## src/rtl/fetch_stage.sv

```systemverilog
// -----------------------------------------------------------------------------
// fetch_stage
//
// Instruction-fetch stage of the pipelined MIPS CPU. Owns the program counter,
// presents it to instruction memory, and registers the returned word into the
// IF/ID pipeline register for the decode stage.
//
// Control flow resolves in ID, and ID redirects this stage. There is no branch
// delay slot, so a redirect squashes the one instruction already fetched and
// leaves a single bubble in IF/ID. The hazard unit freezes the stage on
// load-use hazards.
//
// Ports
//   clock            rising-edge clock for all state
//   reset            synchronous, active-low
//   stall            hold PC and IF/ID (wins over redirect)
//   redirect_valid   ID-stage control-flow change
//   redirect_target  new PC, bits [1:0] ignored
//   im_rdata         instruction word at im_addr (combinational memory read)
//   im_addr          instruction-memory byte address, equal to pc
//   pc               current fetch PC
//   if_id_instr      registered instruction for ID
//   if_id_pc4        registered fetch PC + 4 (jal link value)
//   if_id_valid      IF/ID holds a real instruction
//   fetch_count      instructions delivered to IF/ID
//   flush_count      instructions squashed by redirect
// -----------------------------------------------------------------------------
module fetch_stage #(
  parameter logic [31:0] PC_RESET = 32'h0000_3000
) (
  input  logic        clock,
  input  logic        reset,
  input  logic        stall,
  input  logic        redirect_valid,
  input  logic [31:0] redirect_target,
  input  logic [31:0] im_rdata,
  output logic [31:0] im_addr,
  output logic [31:0] pc,
  output logic [31:0] if_id_instr,
  output logic [31:0] if_id_pc4,
  output logic        if_id_valid,
  output logic [31:0] fetch_count,
  output logic [31:0] flush_count
);

  // Encoding of what the stage does on the coming edge (reset is handled
  // directly in the sequential block because it overrides everything).
  localparam logic [1:0] ACT_NORMAL   = 2'd0;
  localparam logic [1:0] ACT_STALL    = 2'd1;
  localparam logic [1:0] ACT_REDIRECT = 2'd2;

  logic [1:0]  action;
  logic [31:0] pc_plus4;
  logic [31:0] target_aligned;

  logic [31:0] pc_next;
  logic [31:0] instr_next;
  logic [31:0] pc4_next;
  logic        valid_next;
  logic [31:0] fetch_count_next;
  logic [31:0] flush_count_next;

  // Modulo-2^32 arithmetic: 0xFFFF_FFFC + 4 wraps to 0 naturally.
  assign pc_plus4       = pc + 32'd4;
  assign target_aligned = {redirect_target[31:2], 2'b00};
  assign im_addr        = pc;

  // Stall has priority over redirect: the ID instruction asking for the
  // redirect (e.g. a jr waiting on a load) is itself not yet resolved.
  always_comb begin
    if (stall)               action = ACT_STALL;
    else if (redirect_valid) action = ACT_REDIRECT;
    else                     action = ACT_NORMAL;
  end

  always_comb begin
    // NOTE: every output of this block gets a default first, so no path can
    // leave a value unassigned and infer a latch.
    pc_next          = pc;
    instr_next       = if_id_instr;
    pc4_next         = if_id_pc4;
    valid_next       = if_id_valid;
    fetch_count_next = fetch_count;
    flush_count_next = flush_count;

    case (action)
      ACT_REDIRECT: begin
        // Squash the word fetched this cycle and insert a nop bubble.
        pc_next          = target_aligned;
        instr_next       = 32'h0000_0000;
        pc4_next         = 32'h0000_0000;
        valid_next       = 1'b0;
        flush_count_next = flush_count + 32'd1;
      end
      ACT_NORMAL: begin
        pc_next          = pc_plus4;
        instr_next       = im_rdata;
        pc4_next         = pc_plus4;
        valid_next       = 1'b1;
        fetch_count_next = fetch_count + 32'd1;
      end
      default: ; // ACT_STALL: everything holds
    endcase
  end

  always_ff @(posedge clock) begin
    // NOTE: state registers use non-blocking assignments so every register
    // samples the pre-edge values, independent of statement order.
    if (!reset) begin
      pc          <= PC_RESET;
      if_id_instr <= 32'h0000_0000;
      if_id_pc4   <= 32'h0000_0000;
      if_id_valid <= 1'b0;
      fetch_count <= 32'h0000_0000;
      flush_count <= 32'h0000_0000;
    end else begin
      pc          <= pc_next;
      if_id_instr <= instr_next;
      if_id_pc4   <= pc4_next;
      if_id_valid <= valid_next;
      fetch_count <= fetch_count_next;
      flush_count <= flush_count_next;
    end
  end

endmodule
```

## config.mk

```make
export PLATFORM = sky130hd
export DESIGN_NAME = fetch_stage
export DESIGN_NICKNAME = d
export VERILOG_FILES = /design/src/rtl/fetch_stage.sv
export SDC_FILE = /design/constraint.sdc
export NUM_CORES = 1
export LEC_CHECK = 0
export BUFFER_PORTS_ARGS = -buffer_cell sky130_fd_sc_hd__buf_2
export CAP_MARGIN = 20
export CORE_ASPECT_RATIO = 1.75
export CORE_MARGIN = 3
export CORE_UTILIZATION = 54
export DETAILED_ROUTE_END_ITERATION = 12
export PLACE_DENSITY = 0.93
export SYNTH_ARGS = -nofsm -noshare
export SYNTH_HDL_FRONTEND = slang
export SYNTH_SLANG_ARGS = --single-unit
```

## constraint.sdc

```tcl
create_clock -name clock -period 3.9 [get_ports clock]
set_input_delay 0.39 -clock clock [delete_from_list [all_inputs] [get_ports clock]]
set_output_delay 0.39 -clock clock [all_outputs]
set_load 0.01 [all_outputs]
```

Yosys cells after proc, flatten, opt, wreduce, memory -nomap -nowiden:

Index checks and enable logic that the tools add are counted.

* bits in registers: 161
* input port bits: 68
* logic and storage cells: 18

* add/sub/neg operators: 3
* equal/unequal tests: 1
* muxes and demuxes: 6
* reductions and logical operators: 2

Operators by type and width (count)
* one-hot mux 32 bit (2 select lines): 3
* adder 32 x 1 -> 32 bit (second input constant): 2
* adder 32 x 3 -> 32 bit (second input constant): 1
* 2-to-1 mux 2 bit: 2
* equality test 2 bit (second input constant): 1
* zero test 2 bit: 1
* one-hot mux 1 bit (2 select lines): 1
* nonzero test 2 bit: 1

Longest topological paths before layout:

Gate-level depths: netlist of the first run.

* depth after elaboration: 4
* gate-level depth with buffers: 7
* gate-level depth less buffers: 6

Worst setup path after synthesis of the first run:

No wires, ideal clock.

* path type: register to register
* from: reg pc[8] (netlist: im_addr[8])
* to: reg pc[30] (netlist: im_addr[30])
* setup time: 0.062 ns
* data arrival time: 2.249 ns
* data required time: 3.838 ns
* slack: 1.589 ns
* cell stages (with the launch flop): 7
* buffers on the path: 1
* clock period less this slack: 2.311 ns
* cell sequence: dfxtp_1 nand4_4 or4_4 or3_1 buf_2 or4_4 nand3_1

* longest elaborated chain between the ends: 2

RTL lines
* start, declared: RTL line 38 `output logic [31:0] pc,`
* start signal, assigned: RTL line 117 `pc <= pc_next;`
* adder 32 x 3 -> 32 bit: RTL line 64 `assign pc_plus4 = pc + 32'd4;`
* one-hot mux 32 bit (2 select lines): RTL line 86 `case (action)`

No other way between the ends.
A chain may end at the register's enable or synchronous reset.

Final worst setup path of the first run:

* from: reg pc[2] (netlist: im_addr[2])
* to: reg pc[18] (netlist: im_addr[18])

Same word-level chain as after synthesis.

==> impl_metrics.yaml, run 1 <==
run_status:
  status: "completed"
timing:
  skew_ns: 0.0120
  drv_slew: 0
  final-setup-viol-count: 0
  fmax_mhz: 385
  slew_headroom_pct: 40.2
  fin_tns_setup_ns: 0
  worstMarginPinSlew_ns: 0.889
  holdWs_ns: 0.207
  rsz0062_at_grt: "no"
  hold_viol_final: 0
  period_needed_ns: 2.60
  finalCritPeriodShare_pct: 66.6
place:
  dp_cells: 1219
  hpwl_mm: 14.7
  gp_congestion: 0.932
  portBuffers: 252
clock_tree:
  clk_latency_ns: 0.41
  cts_root_buf: "clkbuf_16"
  cts.clk_slew.worst_paths_ns: 0.06
  cts_htree_levels: 4
  numCtsBuffers: 17
  cts_hold_buf: 0
  cts_tree: "built"
  cts_resized: 0
  clock_sinks: 157
  cts_buffer_depth: 2
  post-cts-setup-buffers: 0
worst_setup_path:
  critical_path_class: "register to register"
  startpoint: "im_addr[2]"
  worstPathRequired_ns: 4.23
  worstSetupEndpointType: "register"
  reg2reg_setup_slack_ns: 1.30
  worstPathArrival_ns: 2.93
  crit_path_start_kind: "register"
  crit_fanout: 8
  rr_startpoint: "im_addr[2]"
flow_run:
  maxCapViolations: 0
global_routing:
  grt_overflow: 0
  grt_pass1_wl_mm: 32.7
  grtUsageTotal_pct: 26.8
  antenna_found_initial: 0
  grt_pass1_vias: 6915
  grt_max_degree: 118
yosys:
  synth_top_flop_cell: "dfxtp_1"
  yosys_warnings: 0
  synth.distinct_cells: 61
  synth_cells: 868
  async_flop_share_pct: 0
  ys_ff_latch: 157
  syn_avg_cell_area_sq_um: 8.49
  syn_area_sq_mm: 0.00737
  synth-seq-area-share_pct: 42.6
  synth_edf_count: 0
drt:
  drt-total-wl_mm: 20.6
  avgRoutedWirePerCell_microns: 16.5
  num_vias: 7290
  ant_nets: 0
  drtPass1Iterations: 5
  vias_per_cell: 5.83
  drtIter0Drc: 343
  drc: 0
floorplanning:
  start_util_pct: 56.1
  core.rowCount: 55
  fp.dieArea_sq_mm: 0.0151
  die_h_microns: 161
  ios: 261
  core-area_sq_mm: 0.0131
  die_w_microns: 94.3
power_and_ir_drop:
  p_per_area_mw_per_mm2: 395
  total_power_w: 0.00354
  peakVddDrop_uv: 339
  p_leak_nw: 3.87
layout:
  synthToLayoutAreaGrowth_pct: 21.4
  final_nets: 1138
  diodes: 0
  fin_util_pct: 68.1
  drive_gt1_share_pct: 28.3
  layoutNonFillerInstCount: 1251
min_path:
  worstHoldStart: "im_rdata[21]"
  holdCritPathClass: "input port to register"
## layout make-up
class | instances | area, sq um
fillers | 1055 | 4200
multi-input cells | 614 | 3630
flip-flops and latches | 157 | 3140
repair buffers | 264 | 1360
clock buffers | 19 | 443
well taps | 171 | 214
clock inverters | 13 | 108
inverters | 13 | 50.0
## state kept, by name, indices dropped and copies added, names as in the netlist
name / flops
if_id_valid: 1
if_id_pc4: 30
im_addr: 30
if_id_instr: 32
fetch_count: 32
flush_count: 32
## critical path: stages, from the launching register on
cell and delay (ns):
dfxtp_1 0.49, ha_1 0.36, nand4_1 0.34, nor3_1 0.33
buf_4 0.21, nand4_1 0.23, or3_1 0.39, a31oi_1 0.18
## report_power, final
part           leakage [nW]  total, W  switching [W]  internal, W
clock network         0.258   0.00154       0.000699     0.000844
logic                  2.34  0.000297       0.000177     0.000120
registers              1.27   0.00170      0.0000532      0.00164
## per-stage QoR
| step | setup WS (ns) | instance area [sq um] |
|---|---|---|
| after floorplan | 1.59 | 7390 |
| after global placement | 1.41 | 8400 |
| after detailed placement | 1.35 | 8400 |
| after CTS | 1.33 | 8950 |
| after global routing | 1.17 | 8950 |
| final | 1.30 | 8950 |
## cells by family (layout without fill, tap and decap cells)
kind of cell / after synthesis / in the layout / synth area share, %
buffers and inverters: 102 / 309 / 8.49
and+or+nand+nor: 348 / 348 / 23.7
muxes: 7 / 7 / 0.951
DFF: 157 / 157 / 42.6
AOI/OAI and AO/OA: 184 / 184 / 15.8
other: 1 / 6 / 0.0509
adders and majority gates: 3 / 3 / 0.509
xor gates and xnor gates: 66 / 66 / 7.84
## synthesized netlist by cell type, drive strengths merged, types with 2 or more instances
master / instances / area [sq um]
a21oi: 31 / 155
or3: 25 / 156
o21ai: 59 / 295
o21a: 2 / 15.0
or4: 2 / 22.5
a22oi: 51 / 383
o31a: 2 / 17.5
o31ai: 2 / 15.0
nand4: 24 / 165
a21o: 3 / 22.5
buf: 42 / 302
o41ai: 4 / 35.0
dfxtp: 157 / 3140
a31oi: 14 / 87.6
and4: 13 / 114
nand2: 77 / 289
a221oi: 2 / 17.5
nor2b: 3 / 18.8
and3: 11 / 71.3
clkbuf: 46 / 243
xnor2: 37 / 324
o2111ai: 3 / 26.3
inv: 12 / 45.0
nand2b: 6 / 37.5
xor2: 29 / 254
and4b: 2 / 20.0
mux2i: 7 / 70.1
nand3: 43 / 215
o22ai: 3 / 18.8
nor4: 8 / 56.3
nor4bb: 2 / 20.0
nor2: 102 / 385
nor3: 22 / 110
nor3b: 2 / 15.0
ha: 3 / 37.5
## cell usage in the layout, fill, tap and decap left out, types with 9 or more instances in the layout
| cell type | n |
|---|---|
| a21oi_1 | 31 |
| a22oi_1 | 51 |
| a31oi_1 | 14 |
| and3_1 | 9 |
| and4_1 | 13 |
| buf_2 | 252 |
| buf_4 | 11 |
| clkbuf_16 | 17 |
| dfxtp_1 | 157 |
| inv_1 | 11 |
| nand2_1 | 77 |
| nand3_1 | 43 |
| nand4_1 | 23 |
| nor2_1 | 101 |
| nor3_1 | 22 |
| o21ai_0 | 58 |
| or3_1 | 25 |
| xnor2_1 | 37 |
| xor2_1 | 29 |
## final timing paths
kind                                         to  depth (start not counted)
worst max-delay path                im_addr[18]                          7
worst min-delay path            if_id_instr[21]                          3
worst max register to register      im_addr[18]                          7
worst min register to register    if_id_pc4[17]                          2
## layer usage
metal  GRT usage (%)  up-vias  wire [microns]
met3            5.76       75            1660
met4            15.2        0            1070
met1            27.8     3387            7270
li1                -     3448               -
met2            48.4      380           10600
met5               0        -               0
Power figures use the tool's default switching activity.
==> run 2, diff against run 1 <==
Settings changed: ABC_AREA set to 1, CORE_UTILIZATION 54 to 46, PLACE_DENSITY 0.93 to 0.84.
Clock period 3.9 ns to 2.2 ns, I/O delays scaled along.
==> run 2 against run 1 <==
Effect of this change: final cell count up 30%; sequential share of layout area shrank 2.2 points; sequential power is 75% higher; non-clock buffer count unchanged; clock skew down 0.0017 ns; maximum frequency is 36% higher; global-route usage down 2.9 points; combinational power grew 67%; wire length grew 11%; highest routed layer is now met5; total power grew 81%; critical endpoint is now if_id_pc4[24]; critical path depth increased by 2.
==> impl_metrics.yaml, run 2 <==
worst_setup_path:
  reg2reg_setup_slack_ns: 0.29
  rr_endpoint: "if_id_pc4[24]"
  startpoint: "im_addr[2]"
  crit_path_top_delay_cell: "dfxtp_1"
  cp_common_cell: "nand2_1"
  worstPathCellList: "ha_1, nand2_1, nor2_4, nand2_1, nor2_1, nand2_1, nand2_1, nand3_1, a21oi_1"
  critPathTopFamily: "simple AND/OR/NAND/NOR gates"
  worstPathArrival_ns: 2.25
  crit_end: "if_id_pc4[24]"
  max_stage_delay_ns: 0.50
  crit_path_start_kind: "register"
  cp_num_buf_inv: 0
  crit_fanout: 7
  worstPathRequired_ns: 2.54
  rr_startpoint: "im_addr[2]"
  critical_path_class: "register to register"
  worstSetupEndpointType: "register"
  rr_worst_depth: 9
  critical_path_depth: 9
clock_tree:
  cts_root_buf: "clkbuf_16"
  cts_resized: 0
  cts_htree_levels: 4
  clock_sinks: 157
  clk_latency_ns: 0.41
  cts_hold_buf: 0
  numCtsBuffers: 17
  cts_tree: "built"
  post-cts-setup-buffers: 0
  cts_buffer_depth: 2
  cts.clk_slew.worst_paths_ns: 0.07
floorplanning:
  ios: 261
  start_util_pct: 47.1
  die_w_microns: 104
  fp.dieArea_sq_mm: 0.0185
  die_h_microns: 178
  core-area_sq_mm: 0.0164
  core.rowCount: 62
drt:
  ant_nets: 0
  num_vias: 8158
  drc: 0
  avgRoutedWirePerCell_microns: 14.1
  drt-total-wl_mm: 22.9
  drtPass1Iterations: 5
  vias_per_cell: 5.02
  drtIter0Drc: 366
layout:
  multi_input_area_sq_mm: 0.00368
  final_common_cell: "nand2_1"
  final_nets: 1459
  fin_util_pct: 58.1
  drive_gt1_share_pct: 23.5
  diodes: 0
  num-fill-cells: 1651
  mostFrequentLayoutCells: "nand2_1, buf_2, dfxtp_1, inv_1, nor2_1"
  seqCellArea_sq_mm: 0.00314
  synthToLayoutAreaGrowth_pct: 23.4
  top_regs: "fetch_count (32), flush_count (32), if_id_instr (32)"
global_routing:
  grt_overflow: 0
  grtUsageTotal_pct: 23.8
  grt_pass1_vias: 7542
  grt_max_degree: 68
  antenna_found_initial: 2
  grt_pass1_wl_mm: 36.3
timing:
  hold_viol_final: 0
  worstMarginPinSlew_ns: 0.631
  fin_tns_setup_ns: 0
  final-setup-viol-count: 0
  rsz0062_at_grt: "no"
  slew_headroom_pct: 58.0
  skew_ns: 0.0103
  drv_slew: 0
  finalCritPeriodShare_pct: 87.0
  fmax_mhz: 522
  period_needed_ns: 1.91
  holdWs_ns: 0.0361
yosys:
  yosysMostFrequentCell: "nand2_1"
  yosysTopAreaCell: "dfxtp_1"
  yosys_warnings: 0
  synth.distinct_cells: 34
  syn_area_sq_mm: 0.00774
  async_flop_share_pct: 0
  synth-seq-area-share_pct: 40.6
  synthTopCellsByArea: "dfxtp_1, nand2_1, a21oi_1"
  syn_avg_cell_area_sq_um: 6.60
  synth_top_flop_cell: "dfxtp_1"
  ys_ff_latch: 157
  synth_cells: 1174
  synth_edf_count: 0
  synth_top_area_share_pct: 40.6
  yosys-top-cells-count: "nand2_1, dfxtp_1, inv_1"
flow_run:
  maxCapViolations: 0
power_and_ir_drop:
  p_per_area_mw_per_mm2: 669
  total_power_w: 0.00639
  p_leak_nw: 4.31
  peakVddDrop_uv: 595
place:
  gp_congestion: 0.906
  portBuffers: 252
  hpwl_mm: 17.1
run_status:
  status: "completed"
min_path:
  holdCritPathClass: "input port to register"
==> run 2: cell types whose count changed in the layout (fill, tap and decap cells not counted), moves of 9 or more <==
cell and change:
nand2_1 +269, nand3_1 +31, inv_1 +124, a21oi_1 +89, nor2_1 +20, and4_1 -13, or3_1 -25, nor2_2 +12
nand4_1 -13, xnor2_1 -35, and3_1 -9, a22oi_1 -51, xor2_1 -22
==> run 2: where the power goes <==
part	switching, W	internal [W]
combinational	0.000308	0.000187
sequential	0.0000742	0.00291
clock	0.00131	0.00160
==> run 2: layout make-up <==
class | count | area share (%)
Timing Repair Buffer | 264 | 14.3
Clock buffer | 17 | 4.45
Tap cell | 224 | 2.93
Clock inverter | 15 | 1.57
Multi-Input combinational cell | 812 | 38.5
Inverter | 136 | 5.36
Sequential cell | 157 | 32.9
==> run 2: worst reg2reg max path, stage by stage, from the launching register on <==
cell and delay, ns:
dfxtp_1 0.50, ha_1 0.22, nand2_1 0.11, nor2_4 0.15, nand2_1 0.10, nor2_1 0.35, nand2_1 0.09, nand2_1 0.07
nand3_1 0.08, a21oi_1 0.18
==> run 2: how the worst min path moves through the flow <==
stage / startpoint / to / depth (start not counted) / slack (ns)
2_1_floorplan: redirect_target[13] / im_addr[13] / 2 / 0.35
3_3_place_gp: redirect_target[13] / im_addr[13] / 3 / 0.44
3_5_place_dp: redirect_target[13] / im_addr[13] / 3 / 0.44
4_1_cts: redirect_target[13] / im_addr[13] / 3 / 0.01
5_1_grt: redirect_target[13] / im_addr[13] / 3 / 0.03
6_report: redirect_target[13] / im_addr[13] / 3 / 0.04
==> run 2: through the flow <==
step / std cells / area [sq um] / setup WS (ns)
finish: 1625 / 9550 / 0.285
CTS: 1625 / 9550 / 0.330
detailed placement: 1593 / 8980 / 0.338
floorplan: 1179 / 7760 / 0.680
global route: 1625 / 9550 / 0.188
global placement: 1593 / 8980 / 0.428
==> run 2: per-layer routing <==
metal | up-vias | wire length (microns) | track usage [%]
met1 | 3675 | 8340 | 25.0
met5 | - | 27 | 0
li1 | 4102 | - | -
met2 | 319 | 12300 | 45.3
met3 | 58 | 1270 | 3.97
met4 | 4 | 936 | 12.3
==> run 2: cell families (layout without fill, tap and decap cells) <==
family | Yosys count | count (layout) | share of synthesized area [%]
DFF | 157 | 157 | 40.6
AOI/OAI and AO/OA | 195 | 195 | 13.1
buffers and inverters | 210 | 432 | 12.2
and+or+nand+nor | 599 | 599 | 32.6
other | 1 | 6 | 0.0484
adders and majority gates | 3 | 3 | 0.485
xor gates and xnor gates | 9 | 9 | 1.02
==> run 3, diff against run 2 <==
Settings changed: ABC_AREA 1 to unset, CORE_UTILIZATION 46 to 45, PLACE_DENSITY 0.84 to 0.83.
==> run 3 against run 2 <==
Effect of this change: sequential power is essentially flat; die area shrank 2.6%; maximum frequency shrank 10%; sequential share of layout area grew 1.0 points; wire length shrank 7.1%; global-route usage shrank 0.53 points; combinational power grew 18%; first-iteration DRC count shrank 16%; final cell count shrank 20%; register-to-register slack lost 0.22 ns; flip-flop and latch count is the same; largest power group unchanged.
==> impl_metrics.yaml, run 3 (synthesis gave the netlist of run 1 again) <==
drt:
  drt-total-wl_mm: 21.3
  drtPass1Iterations: 4
  met2_length_mm: 11.2
  wirelength_met1_mm: 8.04
  dr_wl_met3_mm: 1.34
  vias_per_cell: 5.56
  routed.top_layer: "met4"
  drc: 0
  avgRoutedWirePerCell_microns: 16.3
  ant_nets: 0
  num_vias: 7251
  drtIter0Drc: 306
timing:
  skew_ns: 0.0127
  worst_slack_ns: 0.0633
  final-setup-viol-count: 0
  worstMarginPinSlew_ns: 0.529
  holdWs_ns: 0.0309
  fin_tns_setup_ns: 0
  finalCritPeriodShare_pct: 97.1
  period_needed_ns: 2.14
  fmax_mhz: 468
  hold_viol_final: 0
  drv_slew: 0
  rsz0062_at_grt: "no"
  slew_headroom_pct: 64.6
power_and_ir_drop:
  p_leak_nw: 4.09
  sequentialPowerShare_pct: 45.8
  p_per_area_mw_per_mm2: 700
  peakVddDrop_uv: 618
  comb_power_share_pct: 9.0
  total_power_w: 0.00651
  netSwitchingFraction_pct: 25.7
  clkPwrFrac_pct: 45.2
  p_sw_w: 0.00167
  internal-power_w: 0.00484
worst_setup_path:
  worstSetupEndpointType: "register"
  critical_path_class: "register to register"
  reg2reg_setup_slack_ns: 0.06
  worstPathRequired_ns: 2.55
  crit_path_start_kind: "register"
  worstPathArrival_ns: 2.49
  rr_endpoint: "im_addr[28]"
  rr_startpoint: "im_addr[14]"
  rr_worst_depth: 5
  crit_fanout: 6
layout:
  final_nets: 1175
  top_regs: "fetch_count (32), flush_count (32), if_id_instr (32)"
  num-fill-cells: 1412
  mostFrequentLayoutCells: "buf_2, dfxtp_1, nor2_1, nand2_1, o21ai_0"
  synthToLayoutAreaGrowth_pct: 26.2
  layoutNonFillerInstCount: 1304
  final_common_cell: "buf_2"
  seqCellArea_sq_mm: 0.00315
  drive_gt1_share_pct: 31.7
  multi_input_area_sq_mm: 0.00364
  diodes: 0
floorplanning:
  ios: 261
  die_h_microns: 175
  die_w_microns: 103
  core-area_sq_mm: 0.0160
  fp.dieArea_sq_mm: 0.0180
  start_util_pct: 46.2
  core.rowCount: 61
clock_tree:
  cts.clk_slew.worst_paths_ns: 0.07
  clock_sinks: 157
  cts_hold_buf: 0
  numCtsBuffers: 17
  cts_tree: "built"
  clk_latency_ns: 0.42
  cts_buffer_depth: 2
  cts_root_buf: "clkbuf_16"
  cts_htree_levels: 4
min_path:
  hold_depth: 3
  holdCritPathClass: "input port to register"
  worstHoldStart: "im_rdata[25]"
  hold_end: "if_id_instr[25]"
global_routing:
  grt_max_degree: 61
  grt_pass1_wl_mm: 33.7
  grt_overflow: 0
  antenna_found_initial: 0
  grtUsageTotal_pct: 23.3
  grt_pass1_vias: 6888
place:
  gp_congestion: 0.887
  dp_cells: 1274
  dpl_worst_slack_ns: 0.0972
  hpwl_mm: 15.8
  portBuffers: 252
run_status:
  status: "completed"
flow_run:
  maxCapViolations: 0
run 3: through the flow:
stage          util (%)  cell area (sq um)
3_5_place_dp       54.7               8720
5_1_grt            58.3               9300
3_3_place_gp       54.7               8720
2_1_floorplan         -               7410
4_1_cts            58.3               9300
6_report           58.3               9300
run 3: worst max path at each step:
| stage | start | to | slack [ns] | depth (start not counted) |
|---|---|---|---|---|
| 3_5_place_dp | im_addr[15] | im_addr[28] | 0.1 | 5 |
| 6_report | im_addr[14] | im_addr[28] | 0.06 | 5 |
| 2_1_floorplan | im_addr[2] | im_addr[18] | 0.02 | 6 |
| 3_3_place_gp | im_addr[15] | im_addr[28] | 0.12 | 5 |
| 4_1_cts | im_addr[13] | im_addr[28] | 0.08 | 5 |
| 5_1_grt | flush_count[8] | flush_count[31] | 0.008 | 6 |
run 3: power groups by stage:
stage	Combinational (W)	Clock [W]	Sequential [W]
6_report	0.000583	0.00295	0.00298
5_1_grt	0.000644	0.00310	0.00299
4_1_cts	0.000586	0.00298	0.00298
3_5_place_dp	0.000583	0	0.00305
3_3_place_gp	0.000575	0	0.00304
2_1_floorplan	0.000340	0	0.00308
run 3: what timing repair did:
item                                    in CTS  in global routing
buffers inserted                             0                  0
endpoints found under the setup margin       0                  1
resized for setup                            0                  1
hold endpoints to repair                     0                  0
run 3: per-layer routing:
metal / GRT usage, % / up-vias
met5: 0 / -
met4: 10.6 / 0
met3: 5.52 / 52
met2: 41.0 / 249
met1: 25.9 / 3423
li1: - / 3527
run 3: worst max-delay path: stages, from the launching register on:
cell	delay (ns)
dfxtp_2	0.32
nand4_1	0.18
or4_4	0.53
or3_1	0.51
o41a_2	0.40
o21ai_1	0.14
run 3: cell type report:
class | instances | share of cell area (%)
clock buffers | 17 | 4.57
inverters | 13 | 0.538
multi-input cells | 614 | 39.1
flip-flops and latches | 157 | 33.9
repair buffers | 301 | 17.6
clock inverters | 13 | 1.67
well taps | 189 | 2.54
